==> config.mk <==
export PLATFORM = sky130hd
export DESIGN_NAME = pc_fetch_unit
export DESIGN_NICKNAME = d
export VERILOG_FILES = /design/src/rtl/pc_fetch_unit_pkg.sv /design/src/rtl/pc_fetch_unit_if_id_reg.sv /design/src/rtl/pc_fetch_unit.sv
export SDC_FILE = /design/constraint.sdc
export NUM_CORES = 1
export LEC_CHECK = 0
export ABC_AREA = 1
export BUFFER_PORTS_ARGS = -buffer_cell sky130_fd_sc_hd__buf_4
export CORE_ASPECT_RATIO = 2
export CORE_UTILIZATION = 43
export DETAILED_ROUTE_END_ITERATION = 8
export PLACE_DENSITY = 0.76
export SYNTH_ARGS = -nofsm -noshare
export SYNTH_HDL_FRONTEND = slang
export SYNTH_SLANG_ARGS = --single-unit
==> constraint.sdc <==
create_clock -name clk -period 2.8 [get_ports clk]
set_clock_uncertainty 0.1 [all_clocks]
set_input_delay 0.56 -clock clk [delete_from_list [all_inputs] [get_ports clk]]
set_output_delay 0.56 -clock clk [all_outputs]
set_load 0.01 [all_outputs]
==> src/rtl/pc_fetch_unit_pkg.sv <==
// ---------------------------------------------------------------------------
// pc_fetch_unit_pkg : shared widths, NOP encoding, FSM states, IF/ID record
// Revision: 1.0
// ---------------------------------------------------------------------------
`default_nettype none

package pc_fetch_unit_pkg;

  localparam int INSTR_W = 16;
  localparam int ADDR_W  = 16;

  localparam logic [INSTR_W-1:0] NOP_INSTR = 16'h0800;

  typedef enum logic [0:0] {
    ST_BOOT = 1'b0,
    ST_RUN  = 1'b1
  } fetch_state_e;

  typedef struct packed {
    logic [ADDR_W-1:0]  pc;
    logic [INSTR_W-1:0] instr;
    logic               valid;
  } if_id_t;

  localparam if_id_t IF_ID_BUBBLE = '{pc: '0, instr: NOP_INSTR, valid: 1'b0};

endpackage

`default_nettype wire

==> src/rtl/pc_fetch_unit_if_id_reg.sv <==
// ---------------------------------------------------------------------------
// if_id_reg : 33-bit IF/ID pipeline register with load, hold and flush-to-NOP
// Revision: 1.0
// ---------------------------------------------------------------------------
`default_nettype none

module if_id_reg
  import pc_fetch_unit_pkg::*;
(
  input  logic   clk,
  input  logic   rst_n,
  input  logic   load_i,
  input  logic   flush_i,
  input  if_id_t d_i,
  output if_id_t q_o
);

  if_id_t r_q;

  // Flush wins over load; with neither asserted the register holds.
  always_ff @(posedge clk or negedge rst_n) begin
    if (!rst_n) begin
      r_q <= IF_ID_BUBBLE;
    end else if (flush_i) begin
      r_q <= IF_ID_BUBBLE;
    end else if (load_i) begin
      r_q <= d_i;
    end
  end

  assign q_o = r_q;

endmodule

`default_nettype wire

==> src/rtl/pc_fetch_unit.sv <==
// ---------------------------------------------------------------------------
// pc_fetch_unit : PC register, boot delay, stall/bubble/redirect fetch control
// Revision: 1.0
// ---------------------------------------------------------------------------
`default_nettype none

module pc_fetch_unit
  import pc_fetch_unit_pkg::*;
#(
  parameter logic [ADDR_W-1:0] RESET_PC    = 16'h0000,
  parameter logic [ADDR_W-1:0] PC_STEP     = 16'd1,
  parameter int unsigned       BOOT_CYCLES = 2
) (
  input  logic               clk,
  input  logic               rst,
  input  logic [INSTR_W-1:0] instr_in,
  input  logic               stall,
  input  logic               mem_conflict,
  input  logic               branch_taken,
  input  logic [ADDR_W-1:0]  branch_target,
  output logic [ADDR_W-1:0]  pc_out,
  output logic [ADDR_W-1:0]  if_id_pc,
  output logic [INSTR_W-1:0] if_id_instr,
  output logic               if_id_valid,
  output logic               redirect_pending
);

  localparam logic [3:0] C_BOOT_INIT = 4'(BOOT_CYCLES);

  fetch_state_e      state_q, state_d;
  logic [3:0]        boot_cnt_q, boot_cnt_d;
  logic [ADDR_W-1:0] pc_q, pc_d;
  logic [ADDR_W-1:0] target_q, target_d;
  logic              pending_q, pending_d;
  logic              ifid_load, ifid_flush;
  if_id_t            ifid_d, ifid_q;

  always_ff @(posedge clk or negedge rst) begin
    if (!rst) begin
      state_q    <= ST_BOOT;
      boot_cnt_q <= C_BOOT_INIT;
      pc_q       <= RESET_PC;
      target_q   <= '0;
      pending_q  <= 1'b0;
    end else begin
      state_q    <= state_d;
      boot_cnt_q <= boot_cnt_d;
      pc_q       <= pc_d;
      target_q   <= target_d;
      pending_q  <= pending_d;
    end
  end

  always_comb begin
    state_d    = state_q;
    boot_cnt_d = boot_cnt_q;
    pc_d       = pc_q;
    target_d   = target_q;
    pending_d  = pending_q;
    ifid_load  = 1'b0;
    ifid_flush = 1'b0;
    ifid_d     = '{pc: pc_q, instr: instr_in, valid: 1'b1};

    case (state_q)
      ST_BOOT: begin
        ifid_flush = 1'b1;
        if (boot_cnt_q <= 4'd1) begin
          state_d = ST_RUN;
        end else begin
          boot_cnt_d = boot_cnt_q - 4'd1;
        end
      end
      ST_RUN: begin
        if (stall) begin
          // Load-use hazard: everything freezes, branch_taken is ignored.
        end else if (mem_conflict) begin
          // The delay slot at pc_q is still unfetched, so the target waits.
          ifid_flush = 1'b1;
          if (branch_taken) begin
            target_d  = branch_target;
            pending_d = 1'b1;
          end
        end else if (pending_q) begin
          ifid_load = 1'b1;
          pc_d      = target_q;
          pending_d = 1'b0;
        end else if (branch_taken) begin
          ifid_load = 1'b1;
          pc_d      = branch_target;
        end else begin
          ifid_load = 1'b1;
          pc_d      = pc_q + PC_STEP;
        end
      end
      default: begin
        state_d = ST_BOOT;
      end
    endcase
  end

  if_id_reg u_if_id_reg (
    .clk     (clk),
    .rst_n   (rst),
    .load_i  (ifid_load),
    .flush_i (ifid_flush),
    .d_i     (ifid_d),
    .q_o     (ifid_q)
  );

  assign pc_out           = pc_q;
  assign if_id_pc         = ifid_q.pc;
  assign if_id_instr      = ifid_q.instr;
  assign if_id_valid      = ifid_q.valid;
  assign redirect_pending = pending_q;

endmodule

`default_nettype wire

# After elaboration in Yosys (flattened, before gate mapping)
# Index checks and enable logic that the tools add are counted.
[word_totals]
register_bits = 71
in_bits = 37
out_inout_bits = 50
wordCells = 35
[op_classes]
addsub = 2
n_lt_le_gt_ge = 1
eq_ne = 1
mux = 14
bitwise_logic = 4
n_reduce_logical = 5
[ops]
columns = ["operator", "n"]
rows = [
  ["33-bit 2-to-1 mux", 2],
  ["16-bit 2-to-1 mux", 2],
  ["16-bit by 1-bit adder with 16-bit output, second input constant", 1],
  ["1-bit 2-to-1 mux", 9],
  ["3-bit AND reduction", 2],
  ["4-bit by 1-bit <= comparator with 1-bit output, second input constant", 1],
  ["1-bit inverter", 4],
  ["4-bit AND reduction", 1],
  ["4-bit by 1-bit subtractor with 4-bit output, second input constant", 1],
  ["2-bit by 1-bit != test with 1-bit output, second input constant", 1],
  ["1-bit case mux with 2 select lines", 1],
  ["2-bit AND reduction", 1],
  ["2-bit nonzero test", 1],
]

# Longest topological paths before layout
# Gate-level depths: netlist (run 1).
[logic_depth]
ltp_word = 5
depth_mapped = 9

# Cells and area by module
# From an unflattened synthesis (run 1), not the netlist that was laid out.
[hier_totals]
hier_cells = 429
area_unflattened_um2 = 3459.6
[by_module_without_submodules]
columns = ["mod", "instances", "cells_per_inst", "area_each_um2"]
rows = [
  ["pc_fetch_unit", 1, 285, 2139.6],
  ["if_id_reg", 1, 144, 1320.0],
]

# Worst setup path after synthesis (run 1)
# OpenSTA, ideal clock, no wires.
[synth_timing]
path_kind = "flip-flop to flip-flop"
startpoint = "register boot_cnt_q[1]"
endpoint = "register boot_cnt_q[3]"
setup_time_ns = 0.079
t_arrival_ns = 1.455
t_required_ns = 2.621
path_slack_ns = 1.166
path_stages_with_launch = 7
path_buffers = 0
period_less_slack_ns = 1.634
path_cell_list = "dfstp_2 > inv_1 > ha_1 > o21ai_0 > nand2_1 > nor4_1 > xor2_1"
[synth_via]
elab_chain_len = 3
word_cells_on_any_way = 4
cone_classes = "add/sub: 1; order compare: 1; bitwise: 1; reduce/logical: 1"
[synth_rtl]
columns = ["item", "line", "text"]
rows = [
  ["from (decl)", "pc_fetch_unit.sv:31", "logic [3:0] boot_cnt_q, boot_cnt_d;"],
  ["from (signal assigned)", "pc_fetch_unit.sv:47", "boot_cnt_q <= boot_cnt_d;"],
  ["4-bit by 1-bit <= comparator with 1-bit output", "pc_fetch_unit.sv:67", "if (boot_cnt_q <= 4'd1) begin"],
  ["1-bit inverter (no line)", "--", ""],
  ["2-bit AND reduction (no line)", "--", ""],
]
# Several ways; a longest one is shown, not always the timed one.
# A chain may end at the register's enable or synchronous reset.

# Worst setup path in the final report (run 1)
[layout_timing]
startpoint = "register pending_q (netlist: redirect_pending)"
endpoint = "output port redirect_pending"
[layout_rtl]
columns = ["item", "line", "text"]
rows = [
  ["from (decl)", "pc_fetch_unit.sv:34", "logic pending_q, pending_d;"],
  ["from (signal assigned)", "pc_fetch_unit.sv:50", "pending_q <= pending_d;"],
  ["to (decl)", "pc_fetch_unit.sv:25", "output logic redirect_pending"],
]
# No word-level cell between the ends.

==> results of run 1 <==
-- final cells by class --
class / instances / area (µm²)
repair buffers: 87 / 653
flip-flops and latches: 71 / 1780
fillers: 647 / 3040
inverters: 38 / 143
multi-input cells: 242 / 1280
clock inverters: 2 / 37.5
clock buffers: 14 / 274
well taps: 92 / 115
-- where the power goes --
| part | internal [mW] | leakage [nW] | total, mW | switching [mW] |
|---|---|---|---|---|
| clock network | 0.763 | 0.149 | 1.17 | 0.407 |
| logic | 0.307 | 1.15 | 0.640 | 0.333 |
| registers | 1.18 | 0.878 | 1.33 | 0.153 |
-- final timing paths --
| path | from | depth (start not counted) | slack (ns) | end |
|---|---|---|---|---|
| worst max-delay path | redirect_pending$_DFFE_PN0P_ | 1 | 0.68 | redirect_pending |
| worst min-delay path | rst | 1 | 0.26 | pc_out[2]$_DFFE_PN0P_ |
| worst max register to register | redirect_pending$_DFFE_PN0P_ | 3 | 0.80 | pc_out[1]$_DFFE_PN0P_ |
| worst min register to register | u_if_id_reg.q_o[24]$_DFFE_PN0P_ | 2 | 0.37 | u_if_id_reg.q_o[24]$_DFFE_PN0P_ |
| max in group asynchronous | rst | 1 | 1.76 | u_if_id_reg.q_o[30]$_DFFE_PN0P_ |
| min in group clk | instr_in[6] | 2 | 0.35 | u_if_id_reg.q_o[7]$_DFFE_PN0P_ |
-- state kept, by name, summed over array words and instances, names as in the netlist --
signal / flops
redirect_pending: 1
target_q: 16
boot_cnt_q: 4
u_if_id_reg.q_o: 33
pc_out: 16
state_q: 1
-- layout by cell type, fill, tap and decap left out, drive strengths merged, types with 2 or more instances in the layout --
cell    instances
o21ai          38
clkbuf         14
xnor2           4
dfrtp          69
inv            37
a22o           18
mux2            6
ha              3
xor2            5
nor2           32
dfstp           2
o211ai          4
nand4           2
buf            87
a22oi           2
a21oi          31
nand2          75
nand3          18
-- logic make-up (layout without fill, tap and decap cells) --
| logic type | count (synthesis) | count (layout) |
|---|---|---|
| simple gates | 129 | 129 |
| compound gates | 95 | 95 |
| flops | 71 | 71 |
| xor+xnor | 9 | 9 |
| buf+inv | 55 | 141 |
| fa+ha+maj | 3 | 3 |
| mux | 6 | 6 |
-- metrics by stage --
step	utilization	total power [mW]	setup WS [ns]	hold slack [ns]	area, µm²
after CTS	0.585	3.16	0.701	0.284	4280
after global placement	0.542	1.96	0.778	0.360	3970
final	0.585	3.14	0.684	0.256	4280
after detailed placement	0.542	1.98	0.697	0.361	3970
after floorplan	-	1.65	1.17	0.164	3270
after global routing	0.585	3.29	0.617	0.335	4280
-- routing by layer --
layer  global-route usage  share of wire  vias up
li1                     -              -     1387
met1                0.250           0.40     1323
met2                0.362           0.53       84
met3               0.0383          0.038       18
met4                0.130          0.032        0
met5                    0              0        -
==> impl_metrics.yaml, run 1 <==
clock_tree:
  numCtsBuffers: 9
  cts_resized: 0
  htree_num_levels: 3
  clk_latency_ns: 0.33
  path_clk_slew_ns: 0.06
  holdBufCountCts: 0
  cts_sinks: 71
  postCtsSetupRepairBufs: 0
  clockBufferDepth: 2
  cts_tree: "yes"
  clock-root-buffer: "clkbuf_16"
floorplanning:
  start_util: 0.447
  die_h_um: 125
  core.rowCount: 44
  die_x_um: 63.7
  dieArea_um2: 7980
  num_io_pins: 87
  core_area_um2: 7320
worst_setup_path:
  cp_top_family: "flip-flops"
  end_kind: "primary output"
  cp_slowest_cell: "dfrtp_1"
  required_ns: 2.14
  critPathLaunchType: "register"
  crit_fanout: 26
  cp.arrival_ns: 1.46
  crit_chain: "buf_4"
  cpPeakStageDelay_ns: 0.87
  path_class: "register to primary output"
  path_buf_inv: 1
logic_synthesis:
  yosys-top-cells-count: "75 x nand2_1, 69 x dfrtp_1, 34 x inv_1"
  synth_top_area_cell: "dfrtp_1"
  yosysMostFrequentCell: "nand2_1"
  synth-compound-area-share: 0.172
  synth-xor-area-share: 0.0241
  synthArstFlopShare: 1.00
  ys_types: 26
  ys_warn_count: 0
  synth_top_area_share: 0.528
  yosys_most_used_dff: "dfrtp_1"
  synth_edf_count: 0
  postSynthAreaPerCell_um2: 8.89
  synth_area_leaders: "dfrtp_1 53%, nand2_1 8.6%, a22o_1 4.8%"
  synth_top_family_by_area: "compound AO/OA/AOI/OAI gates"
  ys_ff_latch: 71
  yosysSeqAreaShare: 0.544
  synth-simple-area-share: 0.163
  syn-num-nets: 408
  synth_mux_area_frac: 0.0207
  netlist_area_um2: 3270
  syn_inst: 368
  synth_fa_ha_area_frac: 0.0115
min_path:
  hp-class: "input pin to async pin"
layout:
  final_cells: 546
  area_growth_pct: 30.9
  nets: 489
  diodes: 0
  drive_gt1_frac: 0.251
global_routing:
  grt_first_pass_wirelength_um: 13200
  antenna_found_initial: 0
  grt_usage: 0.216
  grt_start_max_net_pins: 72
  grt_pass1_vias: 2676
  grt_overflow_total: 0
drt:
  vias: 2812
  antenna_left: 0
  drtPass1Iterations: 4
  drtIter0Drc: 220
  wl_per_cell_um: 14.6
  drc: 0
  routed_wl_um: 7980
  viasPerCell: 5.15
timing:
  clock.fmax_mhz: 473
  setup_violations: 0
  fin_crit_sh: 0.756
  fin_tns_setup_ns: 0
  tightest_slew_ns: 0.897
  period_minus_slack_ns: 2.12
  grt_setup_unrepaired: "false"
  final_max_slew_viol_count: 0
  final-hold-violation-count: 0
  relSlewSlack: 0.402
pwr:
  vdd_drop_max_uv: 437
  power.density_nw_per_um2: 734
  leakage_nw: 2.18
placement:
  gp_congestion: 0.846
  dp.cells: 530
  port_buffers: 86
  dp_hpwl_um: 5630
job:
  drv_cap: 0
outcome:
  status: "finished clean"
No activity file was read; power rests on OpenSTA's default activity.
==> run 2, diff against run 1 <==
Clock period 2.8 ns to 2.1 ns, I/O delays scaled along.
==> run 2 against run 1 <==
  * Cell count rose by 1.3%
  * First-iteration DRC count shrank 28%
  * Critical path depth rose by 5
  * Utilization increased by 0.14 points
  * Via count grew 4.3%
  * Clock power rose by 15%
  * Combinational power up 39%
  * Register-to-register slack got worse by 0.59 ns
  * Highest routed layer unchanged
==> impl_metrics.yaml, run 2 (same netlist as run 1, synthesis figures left out) <==
worst_setup_path:
  crit_fanout: 5
  end_kind: "register"
  required_ns: 2.25
  reg2reg_from: "boot_cnt_q[1]$_DFFE_PN1P_"
  reg2reg_setup_slack_ns: 0.21
  cp.arrival_ns: 2.03
  rr_worst_depth: 6
  critPathLaunchType: "register"
  path_class: "register to register"
  r2r_end: "boot_cnt_q[3]$_DFFE_PN0P_"
floorplanning:
  core_area_um2: 7320
  core.rowCount: 44
  die_x_um: 63.7
  dieArea_um2: 7980
  start_util: 0.447
  num_io_pins: 87
  die_h_um: 125
global_routing:
  grt_start_max_net_pins: 35
  grt_first_pass_wirelength_um: 14500
  grt_overflow_total: 0
  antenna_found_initial: 0
  grt_pass1_vias: 3043
  grt_usage: 0.236
placement:
  dp.cells: 536
  gp_congestion: 0.865
  port_buffers: 86
  dp_hpwl_um: 6240
min_path:
  hp-start: "instr_in[1]"
  hold_depth: 2
  hp-class: "input pin to register"
  min_to: "u_if_id_reg.q_o[2]$_DFFE_PN0P_"
drt:
  drtIter0Drc: 158
  vias: 2932
  routed_wl_um: 8710
  drtPass1Iterations: 4
  viasPerCell: 5.30
  drc: 0
  wl_per_cell_um: 15.7
  antenna_left: 0
clock_tree:
  cts_tree: "yes"
  cts_resized: 0
  postCtsSetupRepairBufs: 0
  path_clk_slew_ns: 0.06
  htree_num_levels: 3
  numCtsBuffers: 9
  clockBufferDepth: 2
  cts_sinks: 71
  clk_latency_ns: 0.33
  clock-root-buffer: "clkbuf_16"
layout:
  largest_reg_flops: 33
  nets: 496
  final_cells: 553
  layout_common_cells: "93 x buf_4, 75 x nand2_1, 69 x dfrtp_1"
  drive_gt1_frac: 0.262
  diodes: 0
  area_growth_pct: 31.2
  mostFrequentLayoutCell: "buf_4"
timing:
  grt_setup_unrepaired: "false"
  fin_tns_setup_ns: 0
  final_max_slew_viol_count: 0
  final-hold-violation-count: 0
  fin_crit_sh: 0.898
  setup_violations: 0
  period_minus_slack_ns: 1.89
  tightest_slew_ns: 0.531
  relSlewSlack: 0.645
  clock.fmax_mhz: 530
  holdWs_ns: 0.214
pwr:
  p_comb_frac: 0.223
  clkPwrFrac: 0.337
  total_power_mw: 4.00
  power.density_nw_per_um2: 932
  power_switching_mw: 1.22
  p_int_mw: 2.78
  vdd_drop_max_uv: 556
  power_frac_seq: 0.440
  p_sw_frac: 0.304
  leakage_nw: 2.19
job:
  drv_cap: 0
outcome:
  status: "finished clean"
[run 2: critical path: stages, from the launching register on]
cell     delay [ns]
dfstp_2        0.54
inv_1          0.06
ha_1           0.19
o21ai_0        0.23
nand2_1        0.18
nor4_1         0.31
xor2_1         0.20
[run 2: how the worst max path moves through the flow]
stage	slack (ns)	from	endpoint
2_1_floorplan	0.47	boot_cnt_q[1]$_DFFE_PN1P_	boot_cnt_q[3]$_DFFE_PN0P_
3_3_place_gp	0.42	boot_cnt_q[1]$_DFFE_PN1P_	boot_cnt_q[3]$_DFFE_PN0P_
3_5_place_dp	0.25	boot_cnt_q[1]$_DFFE_PN1P_	boot_cnt_q[3]$_DFFE_PN0P_
4_1_cts	0.24	boot_cnt_q[1]$_DFFE_PN1P_	boot_cnt_q[3]$_DFFE_PN0P_
5_1_grt	0.07	boot_cnt_q[1]$_DFFE_PN1P_	boot_cnt_q[3]$_DFFE_PN0P_
6_report	0.21	boot_cnt_q[1]$_DFFE_PN1P_	boot_cnt_q[3]$_DFFE_PN0P_
[run 2: through the flow]
| step | setup slack (ns) | cell area [µm²] | util |
|---|---|---|---|
| 2_1_floorplan | 0.466 | 3270 | - |
| 3_3_place_gp | 0.421 | 4010 | 0.548 |
| 3_5_place_dp | 0.254 | 4010 | 0.548 |
| 4_1_cts | 0.245 | 4290 | 0.586 |
| 5_1_grt | 0.0658 | 4290 | 0.586 |
| 6_report | 0.214 | 4290 | 0.586 |
[run 2: power groups by stage]
stage          registers (mW)  clock network [mW]  logic, mW
2_1_floorplan            1.80                   0      0.402
3_3_place_gp             1.77                   0      0.877
3_5_place_dp             1.78                   0      0.893
4_1_cts                  1.75                1.37      0.901
5_1_grt                  1.79                1.42      0.990
6_report                 1.76                1.35      0.892
[run 2: layout make-up]
cell class              instances  area [µm²]
repair buffers                 94         708
fillers                       665        3030
well taps                      92         115
multi-input cells             242        1280
flip-flops and latches         71        1780
clock buffers                  10         229
clock inverters                 6        37.5
inverters                      38         143
[run 2: what timing repair did]
item                                    4_1_cts  5_1_grt
endpoints found under the hold margin        28        0
hold buffers                                  1        0
endpoints found under the setup margin        0        0
[run 2: routing by layer]
metal	track usage	share of wire	up-vias	routed length, µm
met3	0.0401	0.040	17	345
met1	0.272	0.39	1435	3370
li1	-	-	1394	-
met2	0.411	0.55	86	4790
met4	0.119	0.023	0	201
met5	0	0	-	0
